===== config.mk =====
export PLATFORM = sky130hd
export DESIGN_NAME = tx_ilas_gen_flat
export DESIGN_NICKNAME = d
export VERILOG_FILES = /design/src/rtl/tx_ilas_gen_if.sv /design/src/rtl/tx_ilas_gen.sv /design/src/flat_wrapper.sv
export SDC_FILE = /design/constraint.sdc
export NUM_CORES = 1
export LEC_CHECK = 0
export CORE_AREA = 2 2 170 172
export CTS_CLUSTER_SIZE = 12
export DETAILED_ROUTE_END_ITERATION = 8
export DIE_AREA = 0 0 172 174
export PLACE_DENSITY_LB_ADDON = 0.08
export SLEW_MARGIN = 30
export SYNTH_ARGS = -nofsm -noshare
export SYNTH_HDL_FRONTEND = slang
export SYNTH_SLANG_ARGS = --single-unit

===== constraint.sdc =====
create_clock -name clk -period 3.7 [get_ports clk]
set_clock_uncertainty 0.15 [all_clocks]
set_input_delay 0.555 -clock clk [delete_from_list [all_inputs] [get_ports clk]]
set_output_delay 0.555 -clock clk [all_outputs]
set_load 0.02 [all_outputs]

===== src/rtl/tx_ilas_gen_if.sv =====
// ============================================================================
// Module      : tx_ilas_gen_if
// Description : Control and octet-stream bundle between the link controller
//               (master) and the ILAS generator (slave).
// Revision    : 1.0 - initial release
// ============================================================================
`default_nettype none

interface tx_ilas_gen_if;
    logic         i_start;
    logic         i_abort;
    logic [7:0]   i_f;
    logic [4:0]   i_k;
    logic [111:0] i_cfg;
    logic [7:0]   o_data;
    logic         o_vld;
    logic         o_k;
    logic         o_busy;
    logic         o_done;
    logic         o_cfg_err;

    modport master (
        output i_start, i_abort, i_f, i_k, i_cfg,
        input  o_data, o_vld, o_k, o_busy, o_done, o_cfg_err
    );

    modport slave (
        input  i_start, i_abort, i_f, i_k, i_cfg,
        output o_data, o_vld, o_k, o_busy, o_done, o_cfg_err
    );
endinterface

`default_nettype wire


===== src/rtl/tx_ilas_gen.sv =====
// ============================================================================
// Module      : tx_ilas_gen
// Description : JESD204B ILAS octet generator for one lane. Optional macro
//               TX_ILAS_FCHK_EN replaces config octet 13 with the FCHK sum.
// Revision    : 1.0 - initial release
// ============================================================================
`default_nettype none

module tx_ilas_gen #(
    parameter int NUM_MF     = 4,
    parameter int CFG_OCTETS = 14
) (
    input  wire logic       clk,
    input  wire logic       rst_n,
    tx_ilas_gen_if.slave    bus
);

    localparam logic [0:0] c_ST_IDLE = 1'b0;
    localparam logic [0:0] c_ST_RUN  = 1'b1;
    localparam int         c_CFGW    = CFG_OCTETS * 8;
    localparam logic [3:0] c_MF_LAST = 4'(NUM_MF - 1);

    logic [0:0]        r_state, w_state_nxt;
    logic [12:0]       r_oct, w_oct_nxt;
    logic [3:0]        r_mf, w_mf_nxt;
    logic [12:0]       r_lm1;
    logic [c_CFGW-1:0] r_cfg;
    logic [7:0]        r_data, w_data;
    logic              r_vld, r_k, r_busy, r_done, r_cfg_err;
    logic              w_vld, w_k, w_busy, w_done, w_cfg_err;
    logic [12:0]       w_lm1_in;
    logic [c_CFGW-1:0] w_cfg_cap;
    logic [3:0]        w_cfg_idx;
    logic              w_start_req, w_short, w_mf_end, w_last;

    // L-1 = F*K + F + K with F,K the minus-one encodings; never exceeds 8191
    assign w_lm1_in    = 13'(bus.i_f) * 13'(bus.i_k) + 13'(bus.i_f) + 13'(bus.i_k);
    assign w_short     = (w_lm1_in < 13'd16);
    assign w_start_req = (r_state == c_ST_IDLE) && bus.i_start && !bus.i_abort;
    assign w_mf_end    = (r_oct == r_lm1);
    assign w_last      = w_mf_end && (r_mf == c_MF_LAST);

`ifdef TX_ILAS_FCHK_EN
    function automatic logic [7:0] fchk_sum(input logic [c_CFGW-1:0] cfg);
        logic [7:0] s;
        s = '0;
        for (int i = 0; i < CFG_OCTETS - 1; i++) s = s + cfg[i*8 +: 8];
        return s;
    endfunction

    assign w_cfg_cap = {fchk_sum(bus.i_cfg), bus.i_cfg[c_CFGW-9:0]};
`else
    assign w_cfg_cap = bus.i_cfg;
`endif

    always_ff @(posedge clk or negedge rst_n) begin
        if (!rst_n) r_state <= c_ST_IDLE;
        else        r_state <= w_state_nxt;
    end

    always_comb begin
        w_state_nxt = r_state;
        case (r_state)
            c_ST_IDLE: if (w_start_req && !w_short)  w_state_nxt = c_ST_RUN;
            c_ST_RUN:  if (bus.i_abort || w_last)    w_state_nxt = c_ST_IDLE;
            default:                                 w_state_nxt = c_ST_IDLE;
        endcase
    end

    // Outputs are computed for the position that will be presented after the edge
    always_comb begin
        w_oct_nxt = '0;
        w_mf_nxt  = '0;
        w_vld     = 1'b0;
        w_busy    = 1'b0;
        w_k       = 1'b0;
        w_data    = '0;
        w_done    = 1'b0;
        w_cfg_err = w_start_req && w_short;
        w_cfg_idx = w_oct_nxt[3:0] - 4'd2;
        if (w_state_nxt == c_ST_RUN) begin
            if (r_state == c_ST_RUN) begin
                if (w_mf_end) begin
                    w_mf_nxt = r_mf + 4'd1;
                end else begin
                    w_oct_nxt = r_oct + 13'd1;
                    w_mf_nxt  = r_mf;
                end
            end
            w_cfg_idx = w_oct_nxt[3:0] - 4'd2;
            w_vld     = 1'b1;
            w_busy    = 1'b1;
            w_done    = (w_oct_nxt == r_lm1) && (w_mf_nxt == c_MF_LAST);
            if (w_oct_nxt == 13'd0) begin
                w_k    = 1'b1;
                w_data = 8'h1C;
            end else if (w_oct_nxt == r_lm1) begin
                w_k    = 1'b1;
                w_data = 8'h7C;
            end else if (w_mf_nxt == 4'd1 && w_oct_nxt == 13'd1) begin
                w_k    = 1'b1;
                w_data = 8'h9C;
            end else if (w_mf_nxt == 4'd1 && w_oct_nxt >= 13'd2 && w_oct_nxt <= 13'd15) begin
                w_data = r_cfg[{w_cfg_idx, 3'b000} +: 8];
            end else begin
                w_data = w_oct_nxt[7:0];
            end
        end
    end

    always_ff @(posedge clk or negedge rst_n) begin
        if (!rst_n) begin
            r_oct     <= '0;
            r_mf      <= '0;
            r_lm1     <= '0;
            r_cfg     <= '0;
            r_data    <= '0;
            r_vld     <= 1'b0;
            r_k       <= 1'b0;
            r_busy    <= 1'b0;
            r_done    <= 1'b0;
            r_cfg_err <= 1'b0;
        end else begin
            r_oct     <= w_oct_nxt;
            r_mf      <= w_mf_nxt;
            r_data    <= w_data;
            r_vld     <= w_vld;
            r_k       <= w_k;
            r_busy    <= w_busy;
            r_done    <= w_done;
            r_cfg_err <= w_cfg_err;
            if (w_start_req && !w_short) begin
                r_lm1 <= w_lm1_in;
                r_cfg <= w_cfg_cap;
            end
        end
    end

    assign bus.o_data    = r_data;
    assign bus.o_vld     = r_vld;
    assign bus.o_k       = r_k;
    assign bus.o_busy    = r_busy;
    assign bus.o_done    = r_done;
    assign bus.o_cfg_err = r_cfg_err;

endmodule

`default_nettype wire


===== src/flat_wrapper.sv =====
// flat-port wrapper written by rule: the top's interface ports become plain ports
module tx_ilas_gen_flat 
#(
    parameter int NUM_MF     = 4,
    parameter int CFG_OCTETS = 14
)
  (clk, rst_n, bus_i_start, bus_i_abort, bus_i_f, bus_i_k, bus_i_cfg, bus_o_data, bus_o_vld, bus_o_k, bus_o_busy, bus_o_done, bus_o_cfg_err);
  tx_ilas_gen_if bus_i ();
  input  wire logic clk;
  input  wire logic rst_n;
  input wire logic [$bits(bus_i.i_start)-1:0] bus_i_start;
  input wire logic [$bits(bus_i.i_abort)-1:0] bus_i_abort;
  input wire logic [$bits(bus_i.i_f)-1:0] bus_i_f;
  input wire logic [$bits(bus_i.i_k)-1:0] bus_i_k;
  input wire logic [$bits(bus_i.i_cfg)-1:0] bus_i_cfg;
  output wire logic [$bits(bus_i.o_data)-1:0] bus_o_data;
  output wire logic [$bits(bus_i.o_vld)-1:0] bus_o_vld;
  output wire logic [$bits(bus_i.o_k)-1:0] bus_o_k;
  output wire logic [$bits(bus_i.o_busy)-1:0] bus_o_busy;
  output wire logic [$bits(bus_i.o_done)-1:0] bus_o_done;
  output wire logic [$bits(bus_i.o_cfg_err)-1:0] bus_o_cfg_err;
  assign bus_i.i_start = bus_i_start;
  assign bus_i.i_abort = bus_i_abort;
  assign bus_i.i_f = bus_i_f;
  assign bus_i.i_k = bus_i_k;
  assign bus_i.i_cfg = bus_i_cfg;
  assign bus_o_data = bus_i.o_data;
  assign bus_o_vld = bus_i.o_vld;
  assign bus_o_k = bus_i.o_k;
  assign bus_o_busy = bus_i.o_busy;
  assign bus_o_done = bus_i.o_done;
  assign bus_o_cfg_err = bus_i.o_cfg_err;
  tx_ilas_gen #(.NUM_MF(NUM_MF), .CFG_OCTETS(CFG_OCTETS)) u_core (.clk(clk), .rst_n(rst_n), .bus(bus_i));
endmodule

Yosys cells after proc, flatten, opt, wreduce, memory -nomap -nowiden
Index checks and enable logic that the tools add are counted.
{"block": "totals", "input_bits": 129, "word_cells": 62, "ff_bits": 155, "output_inout_bits": 13}
{"block": "classes", "mul": 1, "n_lt_le_gt_ge": 3, "n_mux": 22, "n_shift": 1, "n_eq_ne": 6, "n_reduce_logical": 13, "n_bitwise": 1, "add_sub_neg": 5}
{"cell": "indexed part select 112 x 8 -> 8 bit", "count": 1}
{"cell": "2-to-1 mux 13 bit", "count": 4}
{"cell": "2-to-1 mux 8 bit", "count": 5}
{"cell": "equality test 13 bit", "count": 2}
{"cell": "2-to-1 mux 4 bit", "count": 4}
{"cell": "adder 13 x 1 -> 13 bit, second input constant", "count": 1}
{"cell": "adder 13 x 5 -> 13 bit", "count": 1}
{"cell": "adder 13 x 8 -> 13 bit", "count": 1}
{"cell": "equality test 13 x 1 -> 1 bit, second input constant", "count": 1}
{"cell": ">= comparator 13 x 2 -> 1 bit, second input constant", "count": 1}
{"cell": "<= comparator 13 x 4 -> 1 bit, second input constant", "count": 1}
{"cell": "zero test 13 bit", "count": 1}
{"cell": "< comparator 13 x 5 -> 1 bit, second input constant", "count": 1}
{"cell": "multiplier 8 x 5 -> 13 bit", "count": 1}
{"cell": "logical AND 1 bit", "count": 9}
{"cell": "equality test 4 x 2 -> 1 bit, second input constant", "count": 2}
{"cell": "2-to-1 mux 1 bit", "count": 8}
{"cell": "adder 4 x 1 -> 4 bit, second input constant", "count": 1}
{"cell": "equality test 4 x 1 -> 1 bit, second input constant", "count": 1}
{"cell": "subtractor 4 x 2 -> 4 bit, second input constant", "count": 1}
{"cell": "zero test 1 bit", "count": 2}
{"cell": "one-hot mux 1 bit (2 select lines)", "count": 1}
{"cell": "logical OR 1 bit", "count": 1}
{"cell": "inverter 1 bit", "count": 1}

Longest topological paths before layout
Gate-level depths: netlist of run 1.
{"block": "logic_depth", "word_depth": 17, "mapped_depth": 22}

Worst setup path after synthesis of run 1
Ideal clock, no wire load.
{"block": "synth_timing", "kind": "in2reg", "startpoint": "input bus_i_k[0]", "endpoint": "register u_core.r_cfg[0]", "path_stages": 20, "arrival_time_ns": 5.362, "path_slack_ns": -1.940, "t_required_ns": 3.422, "path_cell_list": "clkbuf_1 -> nand2_1 -> fa_1 -> fa_1 -> inv_1 -> fa_1 -> inv_1 -> fa_1 -> inv_1 -> ha_1 -> clkbuf_1 -> a21oi_1 -> nand2_1 -> or3_1 -> a221oi_1 -> nand4_1 -> o31ai_4 -> buf_2 -> buf_4 -> mux2_1"}
{"block": "synth_between", "elab_chain_cells": 6}
{"element": "from (decl)", "line": "flat_wrapper.sv:14", "text": "input wire logic [$bits(bus_i.i_k)-1:0] bus_i_k;"}
{"element": "multiplier 8 x 5 -> 13 bit", "line": "tx_ilas_gen.sv:37", "text": "assign w_lm1_in = 13'(bus.i_f) * 13'(bus.i_k) + 13'(bus.i_f) + 13'(bus.i_k);"}
{"element": "adder 13 x 8 -> 13 bit", "line": "tx_ilas_gen.sv:37"}
{"element": "adder 13 x 5 -> 13 bit *", "line": "tx_ilas_gen.sv:37"}
{"element": "< comparator 13 x 5 -> 1 bit *", "line": "tx_ilas_gen.sv:38", "text": "assign w_short = (w_lm1_in < 13'd16);"}
{"element": "zero test 1 bit *", "line": "tx_ilas_gen.sv:132", "text": "if (w_start_req && !w_short) begin"}
{"element": "logical AND 1 bit *", "line": "tx_ilas_gen.sv:132"}
{"element": "to (signal assigned)", "line": "tx_ilas_gen.sv:134", "text": "r_cfg <= w_cfg_cap;"}
{"element": "to (decl)", "line": "tx_ilas_gen.sv:27", "text": "logic [c_CFGW-1:0] r_cfg;"}
Every way passes the cells marked *; elsewhere a longest branch is shown, timed or not.
A chain may end at the register's enable or synchronous reset.

Worst setup path after layout of run 1
{"block": "layout_timing", "startpoint": "input bus_i_f[3]", "endpoint": "register u_core.r_cfg[82]"}
{"block": "layout_between", "elab_chain_cells": 6}
{"element": "from (decl)", "line": "flat_wrapper.sv:13", "text": "input wire logic [$bits(bus_i.i_f)-1:0] bus_i_f;"}
{"element": "multiplier 8 x 5 -> 13 bit", "line": "tx_ilas_gen.sv:37"}
{"element": "adder 13 x 8 -> 13 bit *", "line": "tx_ilas_gen.sv:37"}
{"element": "adder 13 x 5 -> 13 bit *", "line": "tx_ilas_gen.sv:37"}
{"element": "< comparator 13 x 5 -> 1 bit *", "line": "tx_ilas_gen.sv:38"}
{"element": "zero test 1 bit *", "line": "tx_ilas_gen.sv:132"}
{"element": "logical AND 1 bit *", "line": "tx_ilas_gen.sv:132"}
Marked as above.

==> qor.txt, run 1 <==
======================================================================================
Maximum buffer depth of the clock tree                                               2
Antenna Violating Nets Remaining                                                     0
Clock sinks                                                                        154
Worst setup path class                                                    input port to register
Setup repair after global routing missed its margin                                yes
Layout overhead on the synthesized area                                         40.85%
DIE HEIGHT                                                                      174 um
Detailed-placement wirelength estimate                                        20360 um
Wire length of the first global-routing pass                                  44330 um
Shortest clock period the worst path allows after layout                      5.123 ns
Critical path data arrival time                                                5.29 ns
Layout filler cell count                                                          2684
Final hold violations                                                                0
Number of buffers inserted during clock tree synthesis                              17
Final WL                                                                      28150 um
Core footprint                                                               28240 um2
Sequential-to-total area share from yosys stat                                  39.60%
Status                                                                    complete, but fails checks
Final Slew Violations                                                                0
Number of distinct standard cells referenced by the synthesized netlist             80
Largest net degree at the start of global routing                                   79
Longest individual stage delay on the worst path                               0.52 ns
Cell-by-cell listing of the critical path                                 buf_6, buf_6, nand2_4, fa_1, fa_1, inv_1, fa_1, inv_1, fa_1, inv_2, ha_4, o21a_1, or4_4, a221oi_2, nand4_1, o31ai_4, buf_4, buf_12, buf_12, mux2_2
Routed WL per cell                                                            18.29 um
Final worst setup slack                                                      -1.423 ns
Worst Path Max Fanout                                                               26
Async set-or-reset flop fraction in the synthesized netlist                     100.0%
Critical-path top delay cell                                              sky130_fd_sc_hd__fa_1
CTS tree                                                                           yes
Number of enable flip-flop cells after synthesis                                     0
Max-cap viol count                                                                   0
Starting Density                                                                34.46%
Number of global-route vias before repair                                         7976
Cell area after synthesis                                                     9732 um2
Worst endpoint required time                                                   3.87 ns
Clock latency at the later pin of the worst-skew pair                          0.44 ns
P per Cell Area                                                           553.6 nW/um2
Fraction of final layout cells with drive strength greater than 1               30.48%
Violations in the final reports                                           negative setup slack
Syn Inst Count                                                                     907
Setup Total Neg Slack                                                       -182.63 ns
I/O Pins                                                                           142
Yosys warning count                                                                  0
Hold crit path type                                                       register to register
Library cell appearing most often on the critical path                    sky130_fd_sc_hd__fa_1
Mean instance size in the synthesized netlist                                10.73 um2
Total vias in the final route                                                     7788
Drt pass-1 iters                                                                     5
Width of the chip                                                               172 um
DRC violation count after routing                                                    0
Initial detailed-routing violation count                                           443
Worst Path Buf+Inv                                                                   8
Static Leak                                                                0.005998 uW
Number of placement rows                                                            62
Critical path's top delay family                                           adder cells
H-tree level count                                                                   4
Buffer cell driving the clock tree root                                   sky130_fd_sc_hd__clkbuf_16
Critical Path Start Type                                                    input port
Worst slew slack as a fraction of its limit                                     22.94%
Peak supply drop                                                              261.2 uV
Clock transition at the registers of the reported paths                        0.08 ns
Port bufs                                                                          141
Total setup violations reported at the end of the flow                             138
Least-Margin Pin Slew                                                         1.149 ns
Vias/cell                                                                        5.060
Routability congestion estimate                                                 0.8485
Share of the cycle needed by the critical path after routing                    138.4%
Die area                                                                     29930 um2
Number of inserted diodes                                                            0
Dpl ws                                                                       -2.482 ns
Kind of capture point of the worst setup path                                 register
Syn nets                                                                          1098
Overall fraction of global-route tracks in use                                  19.19%
Maximum clock frequency                                                     0.1952 GHz
Main flop type after synthesis                                            sky130_fd_sc_hd__dfrtp_1
Number of flip-flops and latches in the synthesized netlist                        154
Total congestion overflow                                                            0
Number of nets at the end of the flow                                             1333
Number of antenna violations at the first check in global routing                    0
======================================================================================
## cell families after synthesis
kind of cell	synth area share, %
AND/OR/NAND/NOR	12.48
XOR/XNOR	4.076
adder cells (fa/ha/maj)	10.21
multiplexers	16.80
other	0.03853
flip-flops	39.60
AO/OA/AOI/OAI	12.24
buffers and inverters	4.551
## repair_timing
item,in CTS,in global routing
resized for setup,152,56
setup endpoints to repair,138,139
cloned,4,2
buffers inserted,13,4
pin swaps,39,9
hold buffers,1,0
endpoints found under the hold margin,20,0
## through the flow
stage | hold slack (ns) | power [uW] | cell area (um2) | instances | utilization [%]
CTS | 0.3477 | 7414 | 13440 | 1534 | 47.59
global route | 0.3600 | 8113 | 13710 | 1539 | 48.54
detailed placement | 0.3303 | 5248 | 12300 | 1485 | 43.55
floorplan | 0.1094 | 4145 | 9866 | 907 | -
finish | 0.3442 | 7589 | 13710 | 1539 | 48.54
global placement | 0.3211 | 5224 | 12300 | 1485 | 43.55
## power breakdown
group / switching, uW / internal (uW)
Combinational: 1520 / 1900
Clock: 873 / 927
Sequential: 282 / 2090
## layer usage
metal	vias to the layer above	part of all wire (%)	track usage, %
met5	-	0	0
met4	0	1.4	4.797
met3	25	3.9	2.687
met2	184	46	29.67
met1	3844	49	28.26
li1	3735	-	-
## registers in the layout (all words and copies together), names as in the netlist
name / count
u_core.bus.o_k: 1
u_core.bus.o_data: 8
u_core.bus.o_cfg_err: 1
u_core.r_mf: 4
u_core.r_cfg: 112
u_core.r_lm1: 13
u_core.r_state: 1
u_core.r_oct: 13
u_core.bus.o_done: 1
## cell type report
type / count / area, um2 / share of cell area [%]
clock buffers: 17 / 425.4 / 3.104
multi-input cells: 657 / 5989 / 43.70
inverters: 46 / 175.2 / 1.278
repair buffers: 266 / 2590 / 18.90
flip-flops and latches: 154 / 3855 / 28.12
clock inverters: 15 / 191.4 / 1.397
well taps: 384 / 480.5 / 3.505
## final timing paths
kind / from / to / slack, ns / cells past startpoint
max reg2reg: u_core.r_oct[3] / u_core.bus.o_data[3] / -0.23 / 10
max in group asynchronous: rst_n / u_core.r_cfg[27] / 2.03 / 3
min reg2reg: u_core.r_cfg[4] / u_core.r_cfg[4] / 0.34 / 1
min: u_core.r_cfg[4] / u_core.r_cfg[4] / 0.34 / 1
min in group asynchronous: rst_n / u_core.r_oct[4] / 0.53 / 2
max: bus_i_f[3] / u_core.r_cfg[82] / -1.42 / 20
## layout by cell type, fill, tap and decap left out, types with 6 or more instances in the layout
master / count
sky130_fd_sc_hd__o21a_1: 7
sky130_fd_sc_hd__buf_6: 18
sky130_fd_sc_hd__o221ai_1: 12
sky130_fd_sc_hd__or3_1: 9
sky130_fd_sc_hd__a221oi_1: 7
sky130_fd_sc_hd__and2_1: 22
sky130_fd_sc_hd__mux2_4: 59
sky130_fd_sc_hd__nand2b_1: 6
sky130_fd_sc_hd__nand2_2: 11
sky130_fd_sc_hd__a21oi_1: 27
sky130_fd_sc_hd__o21ai_1: 8
sky130_fd_sc_hd__nor2_1: 56
sky130_fd_sc_hd__nand2_1: 50
sky130_fd_sc_hd__inv_1: 36
sky130_fd_sc_hd__nor3_1: 13
sky130_fd_sc_hd__ha_4: 9
sky130_fd_sc_hd__mux2_2: 44
sky130_fd_sc_hd__inv_2: 8
sky130_fd_sc_hd__inv_8: 6
sky130_fd_sc_hd__buf_12: 6
sky130_fd_sc_hd__mux2_1: 20
sky130_fd_sc_hd__fa_1: 27
sky130_fd_sc_hd__dfrtp_1: 153
sky130_fd_sc_hd__mux2i_1: 25
sky130_fd_sc_hd__xor2_1: 12
sky130_fd_sc_hd__nand3_1: 14
sky130_fd_sc_hd__o21ai_0: 32
sky130_fd_sc_hd__xnor2_1: 25
sky130_fd_sc_hd__ha_1: 23
sky130_fd_sc_hd__clkdlybuf4s50_1: 127
sky130_fd_sc_hd__nand4_1: 7
sky130_fd_sc_hd__buf_4: 100
sky130_fd_sc_hd__clkbuf_16: 19
sky130_fd_sc_hd__a31oi_1: 8
## Yosys cell counts, drive strengths merged, types with 6 or more instances
master	instances	area [um2]
mux2i	25	250.2
mux2	123	1385
xor2	12	105.1
o21ai	40	200.2
o21a	7	52.55
xnor2	27	244.0
ha	33	412.9
a221oi	9	85.08
a31oi	9	56.30
nor3	17	100.1
a211oi	6	50.05
o221ai	12	105.1
nand4	10	81.33
nand2b	6	37.54
nand2	65	244.0
and2	27	168.9
fa	29	580.6
o31ai	6	58.81
clkbuf	15	56.30
buf	35	214.0
nand3	16	92.59
inv	45	168.9
or3	10	62.56
nor2	61	229.0
a21oi	32	160.2
dfrtp	154	3854
No activity file was read; power rests on OpenSTA's default activity.
==> run 2, diff against run 1 <==
--- a/config.mk
+++ b/config.mk
@@ -5,6 +5,8 @@
 export SDC_FILE = /design/constraint.sdc
 export NUM_CORES = 1
 export LEC_CHECK = 0
+export CELL_PAD_IN_SITES_DETAIL_PLACEMENT = 1
+export CELL_PAD_IN_SITES_GLOBAL_PLACEMENT = 1
 export CORE_AREA = 2 2 170 172
 export CTS_CLUSTER_SIZE = 12
 export DETAILED_ROUTE_END_ITERATION = 8
==> qor.txt, run 2 (same netlist as run 1, synthesis figures left out) <==
=====================================================================================
Total congestion overflow                                                           0   unchanged
Number of buffers inserted during clock tree synthesis                             17   unchanged
Critical path data arrival time                                               5.36 ns   +0.07 ns
DIE HEIGHT                                                                     174 um   unchanged
Final Slew Violations                                                               0   unchanged
Cell count after placement                                                       1488   +0.20%
Number of antenna violations at the first check in global routing                   2   +2
Final worst setup slack                                                     -1.493 ns   -0.07068 ns
Setup Total Neg Slack                                                      -190.83 ns   -8.202 ns
Worst Path Max Fanout                                                               5   -81%
Total vias in the final route                                                    7932   +1.8%
Most frequent standard cell in the layout excluding fill and tap cells   sky130_fd_sc_hd__dfrtp_1
Least-Margin Pin Slew                                                       0.8158 ns   -0.3332 ns
Overall fraction of global-route tracks in use                                 21.28%   +2.1 points
Layout Cells excl Fill                                                           1551   +0.78%
Peak supply drop                                                             301.1 uV   +15%
Worst slew slack as a fraction of its limit                                    45.61%   +23 points
Number of nets at the end of the flow                                            1345   +0.90%
Max-cap viol count                                                                  0   unchanged
Power Total                                                                   7724 uW   +1.8%
Vias/cell                                                                       5.114   +1.1%
Detailed-placement wirelength estimate                                       21620 um   +6.2%
Dpl ws                                                                      -2.550 ns   -0.06810 ns
Buffer cell driving the clock tree root                                  sky130_fd_sc_hd__clkbuf_16
Critical Path Start Type                                                   input port
Share of the cycle needed by the critical path after routing                   140.4%   +1.9 points
Maximum clock frequency                                                    0.1926 GHz   -1.4%
Most frequent cells in the layout                                        sky130_fd_sc_hd__dfrtp_1 (152), sky130_fd_sc_hd__clkdlybuf4s50_1 (127), sky130_fd_sc_hd__mux2_4 (96), sky130_fd_sc_hd__buf_4 (96), sky130_fd_sc_hd__nor2_1 (56)
P per Cell Area                                                          547.7 nW/um2   -1.1%
Longest individual stage delay on the worst path                              0.56 ns   +0.04 ns
Violations in the final reports                                          negative setup slack
Layout overhead on the synthesized area                                        44.92%
Clock transition at the registers of the reported paths                       0.07 ns   about the same
Number of inserted diodes                                                           0   unchanged
Routability congestion estimate                                                0.8085   -4.7%
Antenna Violating Nets Remaining                                                    0   unchanged
Starting Density                                                               34.46%   unchanged
Status                                                                   complete, but fails checks
Hold-fix buffer count after cts                                                     0   -1
CTS tree                                                                          yes
Smallest hold slack                                                        0.01405 ns   -0.3302 ns
DRC violation count after routing                                                   0   unchanged
Maximum buffer depth of the clock tree                                              2   unchanged
Port bufs                                                                         141   unchanged
Static Leak                                                               0.006288 uW   +4.8%
Drt pass-1 iters                                                                    5   unchanged
Worst endpoint required time                                                  3.87 ns   about the same
Width of the chip                                                              172 um   unchanged
Critical-path top delay cell                                             sky130_fd_sc_hd__fa_1
Kind of capture point of the worst setup path                                register
Hold crit path type                                                      input port to asynchronous set/reset pin
Final hold violations                                                               0   unchanged
Total setup violations reported at the end of the flow                            138   unchanged
Final WL                                                                     30860 um   +9.6%
Setup repair after global routing missed its margin                               yes
Largest net degree at the start of global routing                                  82   +3.8%
Shortest clock period the worst path allows after layout                     5.193 ns   +0.07068 ns
Worst setup path class                                                   input port to register
Register containing the most flip-flops in the final layout              u_core.r_cfg
I/O Pins                                                                          142   unchanged
Clock sinks                                                                       154   unchanged
Fraction of final layout cells with drive strength greater than 1              32.13%   +1.7 points
Core footprint                                                              28240 um2   unchanged
Routed WL per cell                                                           19.90 um   +8.8%
H-tree level count                                                                  4   unchanged
Cell-by-cell listing of the critical path                                buf_8, inv_4, buf_6, fa_1, inv_2, ha_4, inv_2, fa_1, fa_1, inv_2, ha_4, nor2b_4, o21a_1, or4_4, a221oi_2, nand4_1, o31ai_4, buf_12, buf_4, buf_8, buf_16, mux2_4
Clock latency at the later pin of the worst-skew pair                         0.44 ns   about the same
Die area                                                                    29930 um2   unchanged
Max FFs per register                                                              112   unchanged
Wire length of the first global-routing pass                                 49090 um   +11%
Number of placement rows                                                           62   unchanged
Initial detailed-routing violation count                                          309   -30%
Top flop regs                                                            u_core.r_cfg x112, u_core.r_lm1 x13, u_core.r_oct x13
Number of global-route vias before repair                                        8642   +8.4%
=====================================================================================
run 2: cell count changes in the layout (fill, tap and decap cells not counted), sizes merged:
cell         delta
buf            +13
inv             +2
dlygate4sd2     +2
dlygate4sd3     -1
clkbuf          -1
clkinv          -4
clkinvlp        +1
run 2: where the power goes:
| group | internal (uW) | switching (uW) |
|---|---|---|
| clock network | 907 | 850 |
| logic | 1990 | 1570 |
| registers | 2090 | 313 |
| total | 4990 | 2740 |
run 2: final cells by class:
| cell class | count | area [um2] |
|---|---|---|
| inverter | 46 | 177.7 |
| multi-input combinational | 657 | 6145 |
| sequential | 154 | 3856 |
| timing repair buffer | 278 | 2864 |
| clock buffer | 18 | 429.2 |
| clock inverter | 14 | 151.4 |
| fill | 3023 | 14130 |
| tap | 384 | 480.5 |
run 2: worst max-delay path, delay by kind of cell:
kind / cells / cell delay, ns
adder cells (fa/ha/maj): 5 / 2.06
buffers and inverters: 10 / 0.89
AND/OR/NAND/NOR: 3 / 0.78
AO/OA/AOI/OAI: 3 / 0.75
multiplexers: 1 / 0.29
run 2: per-layer routing:
layer	routed length [um]	track usage [%]	vias to the layer above
li1	-	-	3743
met2	14500	34.02	175
met5	13	0	-
met4	230	3.922	2
met3	1235	3.871	19
met1	14880	30.37	3993
run 2: worst paths after layout:
path | start | end | slack, ns | cells past startpoint
worst min-delay path | rst_n | u_core.r_oct[9] | 0.01 | 1
max in group asynchronous | rst_n | u_core.r_cfg[20] | 2.58 | 2
worst min register to register | u_core.r_cfg[89] | u_core.r_cfg[89] | 0.35 | 1
worst max register to register | u_core.r_oct[6] | u_core.bus.o_data[3] | 0.09 | 13
worst max-delay path | bus_i_k[3] | u_core.r_cfg[103] | -1.49 | 22
min in group clk | u_core.r_cfg[89] | u_core.r_cfg[89] | 0.35 | 1
run 2: repair_timing:
item | in CTS | in global routing
pin swaps | 23 | 21
gates resized for setup | 218 | 47
gates cloned | 9 | 2
endpoints found under the setup margin | 138 | 142
buffers inserted | 24 | 5
run 2: stage by stage:
step / utilization, % / area (um2)
after floorplan: - / 9866
after global placement: 43.68 / 12330
after detailed placement: 43.68 / 12330
after CTS: 49.59 / 14000
after global routing: 49.95 / 14100
final: 49.95 / 14100
